<file path="src/rtl/mc_ctrl_pkg.sv">
// Shared encodings for the multicycle ARM-subset controller: FSM states,
// datapath select codes, ALU operations and condition codes.
package mc_ctrl_pkg;

    typedef enum logic [3:0] {
        S_FETCH  = 4'd0,
        S_DECODE = 4'd1,
        S_MEMADR = 4'd2,
        S_MEMRD  = 4'd3,
        S_MEMWB  = 4'd4,
        S_MEMWR  = 4'd5,
        S_EXER   = 4'd6,
        S_EXEI   = 4'd7,
        S_ALUWB  = 4'd8,
        S_BRANCH = 4'd9,
        S_FAULT  = 4'd10
    } state_t;

    localparam logic [2:0] ALU_ADD = 3'b000;
    localparam logic [2:0] ALU_SUB = 3'b001;
    localparam logic [2:0] ALU_AND = 3'b010;
    localparam logic [2:0] ALU_ORR = 3'b011;
    localparam logic [2:0] ALU_EOR = 3'b100;

    localparam logic [1:0] SRCB_REG  = 2'b00;
    localparam logic [1:0] SRCB_IMM  = 2'b01;
    localparam logic [1:0] SRCB_FOUR = 2'b10;

    localparam logic [1:0] RES_ALUOUT = 2'b00;
    localparam logic [1:0] RES_DATA   = 2'b01;
    localparam logic [1:0] RES_ALURES = 2'b10;

    localparam logic [1:0] OP_DP  = 2'b00;
    localparam logic [1:0] OP_MEM = 2'b01;
    localparam logic [1:0] OP_BR  = 2'b10;

    localparam logic [3:0] CMD_ADD = 4'b0100;
    localparam logic [3:0] CMD_SUB = 4'b0010;
    localparam logic [3:0] CMD_AND = 4'b0000;
    localparam logic [3:0] CMD_ORR = 4'b1100;
    localparam logic [3:0] CMD_EOR = 4'b0001;
    localparam logic [3:0] CMD_CMP = 4'b1010;

    localparam logic [3:0] COND_EQ = 4'b0000;
    localparam logic [3:0] COND_NE = 4'b0001;
    localparam logic [3:0] COND_CS = 4'b0010;
    localparam logic [3:0] COND_CC = 4'b0011;
    localparam logic [3:0] COND_MI = 4'b0100;
    localparam logic [3:0] COND_PL = 4'b0101;
    localparam logic [3:0] COND_VS = 4'b0110;
    localparam logic [3:0] COND_VC = 4'b0111;
    localparam logic [3:0] COND_HI = 4'b1000;
    localparam logic [3:0] COND_LS = 4'b1001;
    localparam logic [3:0] COND_GE = 4'b1010;
    localparam logic [3:0] COND_LT = 4'b1011;
    localparam logic [3:0] COND_GT = 4'b1100;
    localparam logic [3:0] COND_LE = 4'b1101;
    localparam logic [3:0] COND_AL = 4'b1110;
    localparam logic [3:0] COND_NV = 4'b1111;

    // Unlisted commands fall back to ADD so the datapath never sees an undefined op.
    function automatic logic [2:0] alu_decode(input logic [3:0] cmd);
        logic [2:0] op;
        case (cmd)
            CMD_ADD: op = ALU_ADD;
            CMD_SUB: op = ALU_SUB;
            CMD_AND: op = ALU_AND;
            CMD_ORR: op = ALU_ORR;
            CMD_EOR: op = ALU_EOR;
            CMD_CMP: op = ALU_SUB;
            default: op = ALU_ADD;
        endcase
        return op;
    endfunction

endpackage

</file>
<file path="src/rtl/mc_cond_check.sv">
// Combinational ARM condition-code evaluation against the stored {N,Z,C,V} flags.
module mc_cond_check
    import mc_ctrl_pkg::*;
(
    input  logic [3:0] i_cond,
    input  logic [3:0] i_flags,
    output logic       o_cond_ex
);

    logic w_n, w_z, w_c, w_v;

    assign w_n = i_flags[3];
    assign w_z = i_flags[2];
    assign w_c = i_flags[1];
    assign w_v = i_flags[0];

    // Condition decode; the 1111 encoding never executes.
    always_comb begin
        o_cond_ex = 1'b0;
        case (i_cond)
            COND_EQ: o_cond_ex = w_z;
            COND_NE: o_cond_ex = ~w_z;
            COND_CS: o_cond_ex = w_c;
            COND_CC: o_cond_ex = ~w_c;
            COND_MI: o_cond_ex = w_n;
            COND_PL: o_cond_ex = ~w_n;
            COND_VS: o_cond_ex = w_v;
            COND_VC: o_cond_ex = ~w_v;
            COND_HI: o_cond_ex = w_c & ~w_z;
            COND_LS: o_cond_ex = ~w_c | w_z;
            COND_GE: o_cond_ex = (w_n == w_v);
            COND_LT: o_cond_ex = (w_n != w_v);
            COND_GT: o_cond_ex = ~w_z & (w_n == w_v);
            COND_LE: o_cond_ex = w_z | (w_n != w_v);
            COND_AL: o_cond_ex = 1'b1;
            COND_NV: o_cond_ex = 1'b0;
            default: o_cond_ex = 1'b0;
        endcase
    end

endmodule

</file>
<file path="src/rtl/mc_ctrl_wait.sv">
// Multicycle ARM-subset controller with memory wait handshake, bounded
// timeout into a sticky fault state, and a retired-instruction counter.
module mc_ctrl_wait
    import mc_ctrl_pkg::*;
#(
    parameter int CNT_W     = 32,
    parameter int TIMEOUT   = 255,
    parameter int COND_SKIP = 1
) (
    input  logic             clk,
    input  logic             reset,
    input  logic [19:0]      Instr,
    input  logic [3:0]       ALUFlags,
    input  logic             MemReady,
    output logic [1:0]       RegSrc,
    output logic [1:0]       ImmSrc,
    output logic             ALUSrcA,
    output logic [1:0]       ALUSrcB,
    output logic [1:0]       ResultSrc,
    output logic [2:0]       ALUControl,
    output logic             IRWrite,
    output logic             MemWrite,
    output logic             RegWrite,
    output logic             PCWrite,
    output logic             AdrSrc,
    output logic             B,
    output logic             MemReq,
    output logic             MemFault,
    output logic [CNT_W-1:0] Retired
);

    localparam logic [15:0] WAIT_LAST = 16'(TIMEOUT - 1);

    state_t           r_state;
    state_t           w_next_state;
    logic [3:0]       r_flags;
    logic [15:0]      r_wcnt;
    logic [CNT_W-1:0] r_retired;
    logic             r_cond_ex;

    logic [3:0] w_cond, w_cmd, w_rd;
    logic [1:0] w_op, w_flag_w;
    logic [5:0] w_funct;
    logic       w_cond_now, w_is_cmp, w_timeout, w_enter_mem, w_in_exe;
    logic       w_regw, w_memw, w_nextpc, w_b, w_pcs;
    logic       w_unused_rn;

    assign w_cond      = Instr[19:16];
    assign w_op        = Instr[15:14];
    assign w_funct     = Instr[13:8];
    assign w_cmd       = w_funct[4:1];
    assign w_rd        = Instr[3:0];
    assign w_unused_rn = ^Instr[7:4];

    assign w_is_cmp    = (w_cmd == CMD_CMP);
    assign w_flag_w[1] = w_funct[0] | w_is_cmp;
    assign w_flag_w[0] = (w_funct[0] & ((w_cmd == CMD_ADD) | (w_cmd == CMD_SUB))) | w_is_cmp;
    assign w_in_exe    = (r_state == S_EXER) || (r_state == S_EXEI);

    // The wait limit is hit on the cycle whose stall would bring the count to TIMEOUT.
    assign w_timeout   = ~MemReady && (r_wcnt == WAIT_LAST);
    assign w_enter_mem = (w_next_state != r_state) &&
                         ((w_next_state == S_FETCH) || (w_next_state == S_MEMRD) ||
                          (w_next_state == S_MEMWR));

    mc_cond_check u_cond_check (
        .i_cond    (w_cond),
        .i_flags   (r_flags),
        .o_cond_ex (w_cond_now)
    );

    // State register; CondEx is frozen at DECODE so a flag update in EXE cannot veto its own writeback.
    always_ff @(posedge clk) begin
        if (reset) begin
            r_state   <= S_FETCH;
            r_cond_ex <= 1'b0;
        end else begin
            r_state   <= w_next_state;
            if (r_state == S_DECODE) begin
                r_cond_ex <= w_cond_now;
            end
        end
    end

    // Consecutive-wait counter for the memory handshake.
    always_ff @(posedge clk) begin
        if (reset) begin
            r_wcnt <= 16'd0;
        end else if (w_enter_mem) begin
            r_wcnt <= 16'd0;
        end else if (MemReq && !MemReady) begin
            r_wcnt <= r_wcnt + 16'd1;
        end
    end

    // Retired count: every return to FETCH closes one instruction.
    always_ff @(posedge clk) begin
        if (reset) begin
            r_retired <= '0;
        end else if ((w_next_state == S_FETCH) && (r_state != S_FETCH)) begin
            r_retired <= r_retired + CNT_W'(1);
        end
    end

    // Flag register, loaded from the ALU at the end of an executing data-processing op.
    always_ff @(posedge clk) begin
        if (reset) begin
            r_flags <= 4'b0000;
        end else if (w_in_exe && r_cond_ex) begin
            if (w_flag_w[1]) begin
                r_flags[3:2] <= ALUFlags[3:2];
            end
            if (w_flag_w[0]) begin
                r_flags[1:0] <= ALUFlags[1:0];
            end
        end
    end

    // Next-state and ungated control decode.
    always_comb begin
        w_next_state = r_state;
        IRWrite      = 1'b0;
        AdrSrc       = 1'b0;
        ALUSrcA      = 1'b0;
        ALUSrcB      = SRCB_REG;
        ResultSrc    = RES_ALUOUT;
        ALUControl   = ALU_ADD;
        MemReq       = 1'b0;
        MemFault     = 1'b0;
        w_regw       = 1'b0;
        w_memw       = 1'b0;
        w_nextpc     = 1'b0;
        w_b          = 1'b0;
        case (r_state)
            S_FETCH: begin
                ALUSrcA   = 1'b1;
                ALUSrcB   = SRCB_FOUR;
                ResultSrc = RES_ALURES;
                MemReq    = 1'b1;
                if (MemReady) begin
                    IRWrite      = 1'b1;
                    w_nextpc     = 1'b1;
                    w_next_state = S_DECODE;
                end else if (w_timeout) begin
                    w_next_state = S_FAULT;
                end else begin
                    w_next_state = S_FETCH;
                end
            end
            S_DECODE: begin
                ALUSrcA   = 1'b1;
                ALUSrcB   = SRCB_FOUR;
                ResultSrc = RES_ALURES;
                if (!w_cond_now && (COND_SKIP != 0)) begin
                    w_next_state = S_FETCH;
                end else begin
                    case (w_op)
                        OP_MEM:  w_next_state = S_MEMADR;
                        OP_DP:   w_next_state = w_funct[5] ? S_EXEI : S_EXER;
                        OP_BR:   w_next_state = S_BRANCH;
                        default: w_next_state = S_FETCH;
                    endcase
                end
            end
            S_MEMADR: begin
                ALUSrcB      = SRCB_IMM;
                w_next_state = w_funct[0] ? S_MEMRD : S_MEMWR;
            end
            S_MEMRD: begin
                AdrSrc = 1'b1;
                MemReq = 1'b1;
                if (MemReady) begin
                    w_next_state = S_MEMWB;
                end else if (w_timeout) begin
                    w_next_state = S_FAULT;
                end else begin
                    w_next_state = S_MEMRD;
                end
            end
            S_MEMWB: begin
                ResultSrc    = RES_DATA;
                w_regw       = 1'b1;
                w_next_state = S_FETCH;
            end
            S_MEMWR: begin
                AdrSrc = 1'b1;
                MemReq = 1'b1;
                w_memw = 1'b1;
                if (MemReady) begin
                    w_next_state = S_FETCH;
                end else if (w_timeout) begin
                    w_next_state = S_FAULT;
                end else begin
                    w_next_state = S_MEMWR;
                end
            end
            S_EXER, S_EXEI: begin
                ALUSrcB      = (r_state == S_EXEI) ? SRCB_IMM : SRCB_REG;
                ALUControl   = alu_decode(w_cmd);
                w_next_state = w_is_cmp ? S_FETCH : S_ALUWB;
            end
            S_ALUWB: begin
                w_regw       = 1'b1;
                w_next_state = S_FETCH;
            end
            S_BRANCH: begin
                ALUSrcB      = SRCB_IMM;
                ResultSrc    = RES_ALURES;
                w_b          = 1'b1;
                w_next_state = S_FETCH;
            end
            S_FAULT: begin
                MemFault     = 1'b1;
                w_next_state = S_FAULT;
            end
            default: begin
                w_next_state = S_FETCH;
            end
        endcase
    end

    assign w_pcs    = w_b | (w_regw & (w_rd == 4'hF));
    assign RegWrite = w_regw & r_cond_ex;
    assign MemWrite = w_memw & r_cond_ex;
    assign PCWrite  = w_nextpc | (w_pcs & r_cond_ex);
    assign B        = w_b;
    assign RegSrc   = {(w_op == OP_MEM), (w_op == OP_BR)};
    assign ImmSrc   = w_op;
    assign Retired  = r_retired;

endmodule

</file>
<file path="config.mk">
export PLATFORM = sky130hd
export DESIGN_NAME = mc_ctrl_wait
export DESIGN_NICKNAME = d
export VERILOG_FILES = /design/src/rtl/mc_ctrl_pkg.sv /design/src/rtl/mc_cond_check.sv /design/src/rtl/mc_ctrl_wait.sv
export SDC_FILE = /design/constraint.sdc
export NUM_CORES = 1
export LEC_CHECK = 0
export ABC_AREA = 1
export BUFFER_PORTS_ARGS = -buffer_cell sky130_fd_sc_hd__buf_4
export CAP_MARGIN = 20
export CORE_ASPECT_RATIO = 0.9
export CORE_MARGIN = 4
export CORE_UTILIZATION = 59
export DETAILED_ROUTE_END_ITERATION = 16
export PLACE_DENSITY = 0.85
export SLEW_MARGIN = 20
export SYNTH_ARGS = -nofsm -noshare
export SYNTH_HDL_FRONTEND = slang
export SYNTH_SLANG_ARGS = --single-unit
</file>
<file path="constraint.sdc">
create_clock -name clk -period 3.4 [get_ports clk]
set_input_delay 0.51 -clock clk [delete_from_list [all_inputs] [get_ports clk]]
set_output_delay 0.51 -clock clk [all_outputs]
set_load 0.01 [all_outputs]
</file>
# == Word-level counts from Yosys, hierarchy flattened ==
# Cells that the tools add are included.
# classes
n_mux,27
eq_ne,39
reduce_logical,26
bitwise_logic,19
addsub,2
n_mul,0
n_shift,0
magnitude_cmp,0
n_div,0
# ops
cell,n
$eq 4x4->1 const B,14
$eq 4x3->1 const B,10
$add 32x1->32 const B,1
$mux 4,8
$pmux 4 s7,1
$eq 4x2->1 const B,6
$add 16x1->16 const B,1
$eq 16x8->1 const B,1
$logic_not 4->1,4
$pmux 1 s16,1
$reduce_or 2->1,7
$eq 4x1->1 const B,3
$pmux 3 s4,1
$pmux 4 s3,1
$mux 1,11
$and 1x1->1,7
$or 1x1->1,7
$mux 3,2
$pmux 2 s3,1
$reduce_or 3->1,2
$logic_and 1x1->1,5
$not 1->1,5
$ne 4x4->1,1
$pmux 2 s2,1
9 further kinds,12
# totals
latchBits,0
ram_bits,0
word_cells,119
in_bits,27
rom_bits,0
n_memories,0
register_bits,57
out_inout_bits,52

# == Longest topological paths before layout ==
# Gate-level depths: netlist (run 1).
# logic_depth
depth_word,10
depth_mapped,19
ltp_nobuf,18

# == Cells and area by module ==
# From an unflattened synthesis (run 1), not the netlist that was laid out.
# unflattened
cells_unflattened,594
hier_area_um2,3876.2
# by_module_without_submodules
mod,area_each_um2,n_inst,cells_per_inst,seq_area_each_um2
mc_ctrl_wait,3671.0,1,549,1141.1
mc_cond_check,205.2,1,45,0.0

# == Worst setup path after synthesis (run 1) ==
# Ideal clock, no wire load.
# synth_timing
kind,input -> register
from,input port Instr[17]
to,register r_wcnt[7]
path_buffers,1
path_stages,17
setup_time_ns,0.116
arrival_ns,1.798
slack_ns,1.486
t_required_ns,3.284
path_cell_list,nor3_1 nand2_1 nand2_1 nand2_1 nand3_1 nand2_1 nand2_2 nand3_2 nand2_1 inv_1 nand2_1 nand3_1 nand2_1 nand2_1 nand2_2 buf_4 nor2_1
# synth_between
elab_chain_cells,9
word_cells_on_any_way,27
cone_classes,eq/ne (18); mux (3); reduce/logical (6)
# synth_lines
element,line_no,source
start: declaration,mc_ctrl_wait.sv:12,"input logic [19:0] Instr,"
$eq 4x4->1 (tied with other cells),mc_cond_check.sv:20,case (i_cond)
$pmux 1 s16 (*),mc_cond_check.sv:20,
$mux 4 (*),mc_ctrl_wait.sv:154,if (!w_cond_now && (COND_SKIP != 0)) begin
$pmux 4 s7 (*),mc_ctrl_wait.sv:134,case (r_state)
$eq 4x2->1 or $logic_not 4->1 (tied branches),mc_ctrl_wait.sv:63,((w_next_state == S_FETCH) || (w_next_state == S_MEMRD) ||
$logic_or 1x1->1 (2 in series),mc_ctrl_wait.sv:63,
$logic_and 1x1->1 (*),mc_ctrl_wait.sv:62,assign w_enter_mem = (w_next_state != r_state) &&
$reduce_or 2->1 (no line) (*),--,
end signal: assignment,mc_ctrl_wait.sv:92,r_wcnt <= r_wcnt + 16'd1;
end: declaration,mc_ctrl_wait.sv:37,logic [15:0] r_wcnt;
# Every way passes the cells marked *; elsewhere a longest branch is shown, timed or not.
# A chain may end at the register's enable or synchronous reset.

# == Final worst setup path (run 1) ==
# layout_timing
from,register r_wcnt[0]
to,register r_retired[5] (netlist: Retired[5])
# layout_between
elab_chain_cells,7
word_cells_on_any_way,11
cone_classes,eq/ne (1); mux (7); reduce/logical (3)
# layout_lines
element,line_no,source
$eq 16x8->1 (*),mc_ctrl_wait.sv:61,assign w_timeout = ~MemReady && (r_wcnt == WAIT_LAST);
$logic_and 1x1->1 (*),mc_ctrl_wait.sv:61,
"$mux 4, on equally long branches","mc_ctrl_wait.sv:191, mc_ctrl_wait.sv:144, mc_ctrl_wait.sv:174",
"$mux 4, on equally long branches","mc_ctrl_wait.sv:189, mc_ctrl_wait.sv:140, mc_ctrl_wait.sv:172",
$pmux 4 s7 (*),mc_ctrl_wait.sv:134,
$logic_not 4->1 (*),mc_ctrl_wait.sv:100,end else if ((w_next_state == S_FETCH) && (r_state != S_FETCH)) begin
$logic_and 1x1->1 (*),mc_ctrl_wait.sv:100,
end signal: assignment,mc_ctrl_wait.sv:101,r_retired <= r_retired + CNT_W'(1);
end: declaration,mc_ctrl_wait.sv:38,logic [CNT_W-1:0] r_retired;
# Marks and branches as above.

==> results of run 1 <==
-- flip-flops by register name, summed over array words and instances (netlist names) --
signal / count
Retired: 32
r_cond_ex: 1
r_flags: 4
r_state: 4
r_wcnt: 16
-- Yosys cell counts (all sizes together), types with 2 or more instances --
master / count
clkinv: 2
nand4: 3
nor4: 11
o221ai: 2
ha: 3
nor2: 88
o21ai: 9
nand2: 169
xnor2: 11
a211oi: 2
buf: 10
xor2: 34
a21oi: 43
dfxtp: 57
nor3: 16
clkbuf: 4
nand3: 37
inv: 62
-- power breakdown --
part / switching (mW) / total, mW / internal (mW)
combinational: 0.129 / 0.197 / 0.0684
sequential: 0.00812 / 0.683 / 0.675
clock: 0.260 / 0.662 / 0.402
total: 0.398 / 1.54 / 1.15
-- through the flow --
step                cell area [um^2]  std cells  total power [mW]
floorplan                       3712        568            0.8365
global placement                4290        716            0.8880
detailed placement              4290        716            0.8939
CTS                             4488        730             1.549
global route                    4488        730             1.607
finish                          4488        730             1.543
-- layout make-up --
cell class | instances | area share
Sequential cell | 57 | 0.2543
Clock inverter | 4 | 0.01561
Inverter | 64 | 0.05353
Clock buffer | 10 | 0.02844
Multi-Input combinational cell | 433 | 0.4985
Tap cell | 87 | 0.02425
Timing Repair Buffer | 75 | 0.1255
-- per-layer routing --
metal	vias to the layer above	part of all wire	global-route usage
met2	128	0.49	0.4267
met4	0	0.018	0.08904
met3	22	0.078	0.06884
met5	-	0	0
met1	1684	0.42	0.2736
li1	1946	-	-
-- worst register-to-register path: cells and delay by family, from the launching register on --
kind	cells	cell delay (ns)
compound gates	2	0.31
fa+ha+maj	1	0.14
buf+inv	3	0.59
flops	1	0.34
simple gates	8	0.89
-- worst paths after layout --
kind,startpoint,end,depth (start not counted)
worst max-delay path,r_wcnt[0],Retired[5],14
worst min-delay path,ALUFlags[2],r_flags[2],3
worst max register to register,r_wcnt[0],Retired[5],14
worst min register to register,r_flags[1],r_flags[1],2
-- kinds of logic after synthesis --
| logic type | share of synthesized area |
|---|---|
| AOI/OAI and AO/OA | 0.09538 |
| xor gates and xnor gates | 0.1062 |
| adders and majority gates | 0.01011 |
| buffers and inverters | 0.08999 |
| DFF | 0.3074 |
| and+or+nand+nor | 0.3910 |
==> metrics.txt, run 1 <==
status completed; Slew HR 0.6319; final worst slack 1.072 ns; CTS sink count 57; Clock Latency Late Sink 0.34 ns; Crit Path Max Fanout 32; CTS buffer count 9; CTS Root Cell clkbuf_8; crit path kind reg -> reg; DRT iter0 DRCs 158; pre-CTS setup slack 0.9332 ns; nets@finish 670; Max Cap Viol 0; Fillers 510; Final min period 2.328 ns; post-CTS sizing 0; Vias 3780; worst-path cell chain inv_1 -> ha_1 -> nand3_1 -> nor2_1 -> nand2_1 -> nand3_1 -> o221ai_1 -> inv_2 -> nand2_1 -> nor2_2 -> nand3_2 -> inv_2 -> nand2_1 -> a21oi_2; post-synthesis area per instance 6.536 um^2; RePlAce Congestion 0.9488; Hold Slack 0.4156 ns; final setup violation count 0; IO Pins 79; GRT Total Usage 0.2415; depth of the CTS H-tree 3; initial antenna violation count 0; Die X 91.62 um; CP Launch Type flop; clock transition at the registers of the reported paths 0.07 ns; Critical Path RT 3.67 ns; Buf/Inv on CP 3; Post-Syn Nets 598; Multi-input gate area 2237 um^2; register area 1141 um^2; Crit-path slowest cell inv_2; Syn Inst Count 568; synthesized flop and latch total 57; critical path endpoint category flop; share of cells above drive strength 1 0.2084; top cell type by total area after synthesis dfxtp_1; sequential area share after synthesis 0.3074; area fraction of the dominant cell type after synthesis 0.3074; die outline area 7627 um^2; antenna-violating nets left 0; warnings from Yosys 0; Worst VDD drop 0.2518 mV; Setup TNS 0 ns; synthesis-to-finish area growth 20.90%; Core ar. 6115 um^2; # rows 27; vias in the first global route 3645; count of cell types in the netlist 37; Final Skew 0.005742 ns; grt ovf 0; Antenna diodes 0; HPWL after DPL 6.904 mm; global-route wire length before repair 15.42 mm; routed vias/inst 5.178; total wire length 9.098 mm; DRC viols 0; Leakage 1.867 nW; power per cell area 343.8 nW/um^2; Worst-Margin Slew 0.5514 ns; critical path's top delay family simple AND/OR/NAND/NOR gates; Starting Density 0.6071; RSZ-0062 raised after global routing false; Critical Path Max Stage Delay 0.42 ns; Post-Syn Area 3712 um^2; R2R setup slack 1.07 ns; clock tree buffer depth 2; number of synthesized flops with an enable pin 0; Post-synth top flop dfxtp_1; Fin. Hold Viols 0; most common cell after layout, fill and taps aside nand2_1; TritonRoute pass-1 iters 4; Final period util 0.6847; chip height 83.25 um; Max Slew Vio Count 0; Hold Buf Count CTS 0; fmax 0.4296 GHz; most frequent cells in the layout nand2_1, nor2_1, buf_4; port buffer count 74; CP most frequent cell nand2_1; Post-CTS Setup Repair Bufs 0; average wire per standard cell 12.46 um; pin count of the biggest net entering global routing 40; Worst EP arrival 2.60 ns; Core Util, Final 0.7340; Hold Path Class in -> reg; largest cells by area after synthesis dfxtp_1, nand2_1, xor2_1; FFs w/ async S/R, synth 0; TritonCTS clock tree done
No activity file was read; power rests on OpenSTA's default activity.
==> run 2, diff against run 1 <==
--- a/config.mk
+++ b/config.mk
@@ -10,9 +10,9 @@
 export CAP_MARGIN = 20
 export CORE_ASPECT_RATIO = 0.9
 export CORE_MARGIN = 4
-export CORE_UTILIZATION = 59
+export CORE_UTILIZATION = 50
 export DETAILED_ROUTE_END_ITERATION = 16
-export PLACE_DENSITY = 0.85
+export PLACE_DENSITY = 0.77
 export SLEW_MARGIN = 20
 export SYNTH_ARGS = -nofsm -noshare
 export SYNTH_HDL_FRONTEND = slang
==> constraint.sdc (replaced) <==
create_clock -name clk -period 2 [get_ports clk]
set_input_delay 0.3 -clock clk [delete_from_list [all_inputs] [get_ports clk]]
set_output_delay 0.3 -clock clk [all_outputs]
set_load 0.01 [all_outputs]
==> run 2 against run 1 <==
Effect of this change: the run now ends with negative setup slack left; critical path type unchanged; utilization is 2.9 points higher; critical endpoint is now Retired[10]; fmax is 15% higher; hold slack worse by 0.23 ns; clock power is 84% higher; die area up 16%; largest cell class unchanged; non-clock buffer count grew 54; clock skew rose by 0.0061 ns; total power increased by 93%.
==> metrics.txt, run 2 (synthesis results as in run 1) <==
Setup crit start r_flags[0] (was r_wcnt[0]); Hold Path Class in -> reg (unchanged); Clock Latency Late Sink 0.35 ns (was 0.34 ns); final setup violation count 16 (was 0); Antenna diodes 0 (unchanged); Max Slew Vio Count 0 (unchanged); HP Start ALUFlags[2] (unchanged); Critical Path RT 2.28 ns (was 3.67 ns); antenna-violating nets left 0 (unchanged); Core ar. 7148 um^2 (was 6115 um^2); synthesis-to-finish area growth 46.88% (was 20.90%); chip height 89.75 um (was 83.25 um); HPWL after DPL 7.457 mm (was 6.904 mm); DRT iter0 DRCs 216 (was 158); Worst EP arrival 2.31 ns (was 2.60 ns); Largest register FFs 32 (unchanged); CTS Root Cell clkbuf_8 (unchanged); global-route wire length before repair 17.48 mm (was 15.42 mm); clock tree buffer depth 2 (unchanged); share of cells above drive strength 1 0.3834 (was 0.2084); Final Cell Area 5453 um^2 (was 4488 um^2); CTS sink count 57 (unchanged); Max Cap Viol 0 (unchanged); Final Skew 0.01185 ns (was 0.005742 ns); routed vias/inst 5.362 (was 5.178); total power 2.977 mW (was 1.543 mW); power per cell area 546.0 nW/um^2 (was 343.8 nW/um^2); CP Launch Type flop (unchanged); Worst VDD drop 0.6412 mV (was 0.2518 mV); Reg-to-Reg Start r_flags[0] (was r_wcnt[0]); Finished Layout Cells 792 (was 730); clock transition at the registers of the reported paths 0.07 ns (about the same); RSZ-0062 raised after global routing true (was false); nets@finish 724 (was 670); critical path endpoint category flop (unchanged); Final min period 2.029 ns (was 2.328 ns); Fin. Hold Viols 0 (unchanged); initial antenna violation count 0 (unchanged); Slew HR 0.6622 (was 0.6319); CTS buffer count 9 (unchanged); Final period util 1.014 (was 0.6847); total wire length 11.71 mm (was 9.098 mm); GRT Total Usage 0.2337 (was 0.2415); Hold Slack 0.1840 ns (was 0.4156 ns); failing checks negative setup slack; depth of the CTS H-tree 3 (unchanged); most frequent cells in the layout nand2_1, buf_4, nor2_1 (was nand2_1, nor2_1, buf_4); grt ovf 0 (unchanged); Starting Density 0.5193 (was 0.6071); crit path kind reg -> reg (unchanged); Vias 4247 (was 3780); DRC viols 0 (unchanged); placed cells 759 (was 716); most common cell after layout, fill and taps aside nand2_1 (unchanged); TritonRoute pass-1 iters 5 (was 4); pin count of the biggest net entering global routing 33 (was 40); Leakage 2.414 nW (was 1.867 nW); Die X 98.83 um (was 91.62 um); DP Area 4626 um^2 (was 4290 um^2); fmax 0.4929 GHz (was 0.4296 GHz); final worst slack -0.02881 ns (was 1.072 ns); Worst-Margin Slew 0.5021 ns (was 0.5514 ns); # rows 29 (was 27); Crit Path Max Fanout 6 (was 32); Hold Buf Count CTS 0 (unchanged); status complete, but fails checks (was completed); TritonCTS clock tree done (unchanged); port buffer count 74 (unchanged); RePlAce Congestion 0.9130 (was 0.9488); die outline area 8869 um^2 (was 7627 um^2); IO Pins 79 (unchanged); vias in the first global route 3986 (was 3645); average wire per standard cell 14.78 um (was 12.46 um)
-- run 2: cell count changes in the layout (fill, tap and decap cells not counted), sizes merged --
cell | before | now
buf | 75 | 125
clkinvlp | 0 | 2
clkinv | 4 | 3
inv | 62 | 64
clkbuf | 10 | 13
-- run 2: cell type report --
type                    count  area (um^2)
clock inverters             7        93.84
inverters                  64        260.3
well taps                  93        116.4
repair buffers            129         1109
clock buffers               9        123.9
multi-input cells         433         2589
flip-flops and latches     57         1161
fillers                   506         1695
-- run 2: worst paths after layout --
path / end / slack [ns] / cells past startpoint
max: Retired[10] / -0.03 / 16
min: r_flags[2] / 0.18 / 3
max reg2reg: Retired[10] / -0.03 / 16
min reg2reg: r_cond_ex / 0.49 / 2
-- run 2: per-layer routing --
metal / share of wire / up-vias / global-route usage
li1: - / 2059 / -
met1: 0.39 / 1979 / 0.2863
met2: 0.51 / 174 / 0.4044
met3: 0.071 / 35 / 0.04721
met4: 0.026 / 0 / 0.07964
met5: 0 / - / 0
-- run 2: what timing repair did --
action,4_1_cts,5_1_grt
pin swaps,6,28
gates resized for setup,20,97
endpoints found under the setup margin,33,50
setup buffers,3,9
gates cloned,1,4
-- run 2: power breakdown --
| part | switching (mW) | leakage [nW] | internal [mW] |
|---|---|---|---|
| registers | 0.0124 | 0.465 | 1.14 |
| logic | 0.334 | 1.84 | 0.270 |
| clock network | 0.517 | 0.106 | 0.700 |
-- run 2: worst max-delay path, cell delays in order, from the launching register on --
cell      delay, ns
dfxtp_2        0.34
inv_2          0.06
nand2_1        0.06
o21ai_1        0.07
or2_1          0.21
nand3_1        0.07
nand2_1        0.07
inv_2          0.08
nand2_4        0.09
nand3_2        0.09
nand2_1        0.09
nor2_4         0.13
nand3_4        0.13
clkinv_8       0.11
buf_12         0.14
nand2_4        0.05
a21oi_2        0.15
-- run 2: stage by stage --
step	worst slack (ns)	setup TNS, ns	util
detailed placement	-0.08606	-2.771	0.6471
floorplan	0.1024	0	-
CTS	-0.007379	-0.01369	0.6942
global placement	0.02974	0	0.6471
finish	-0.02881	-0.1791	0.7628
global route	-0.1143	-4.548	0.7628
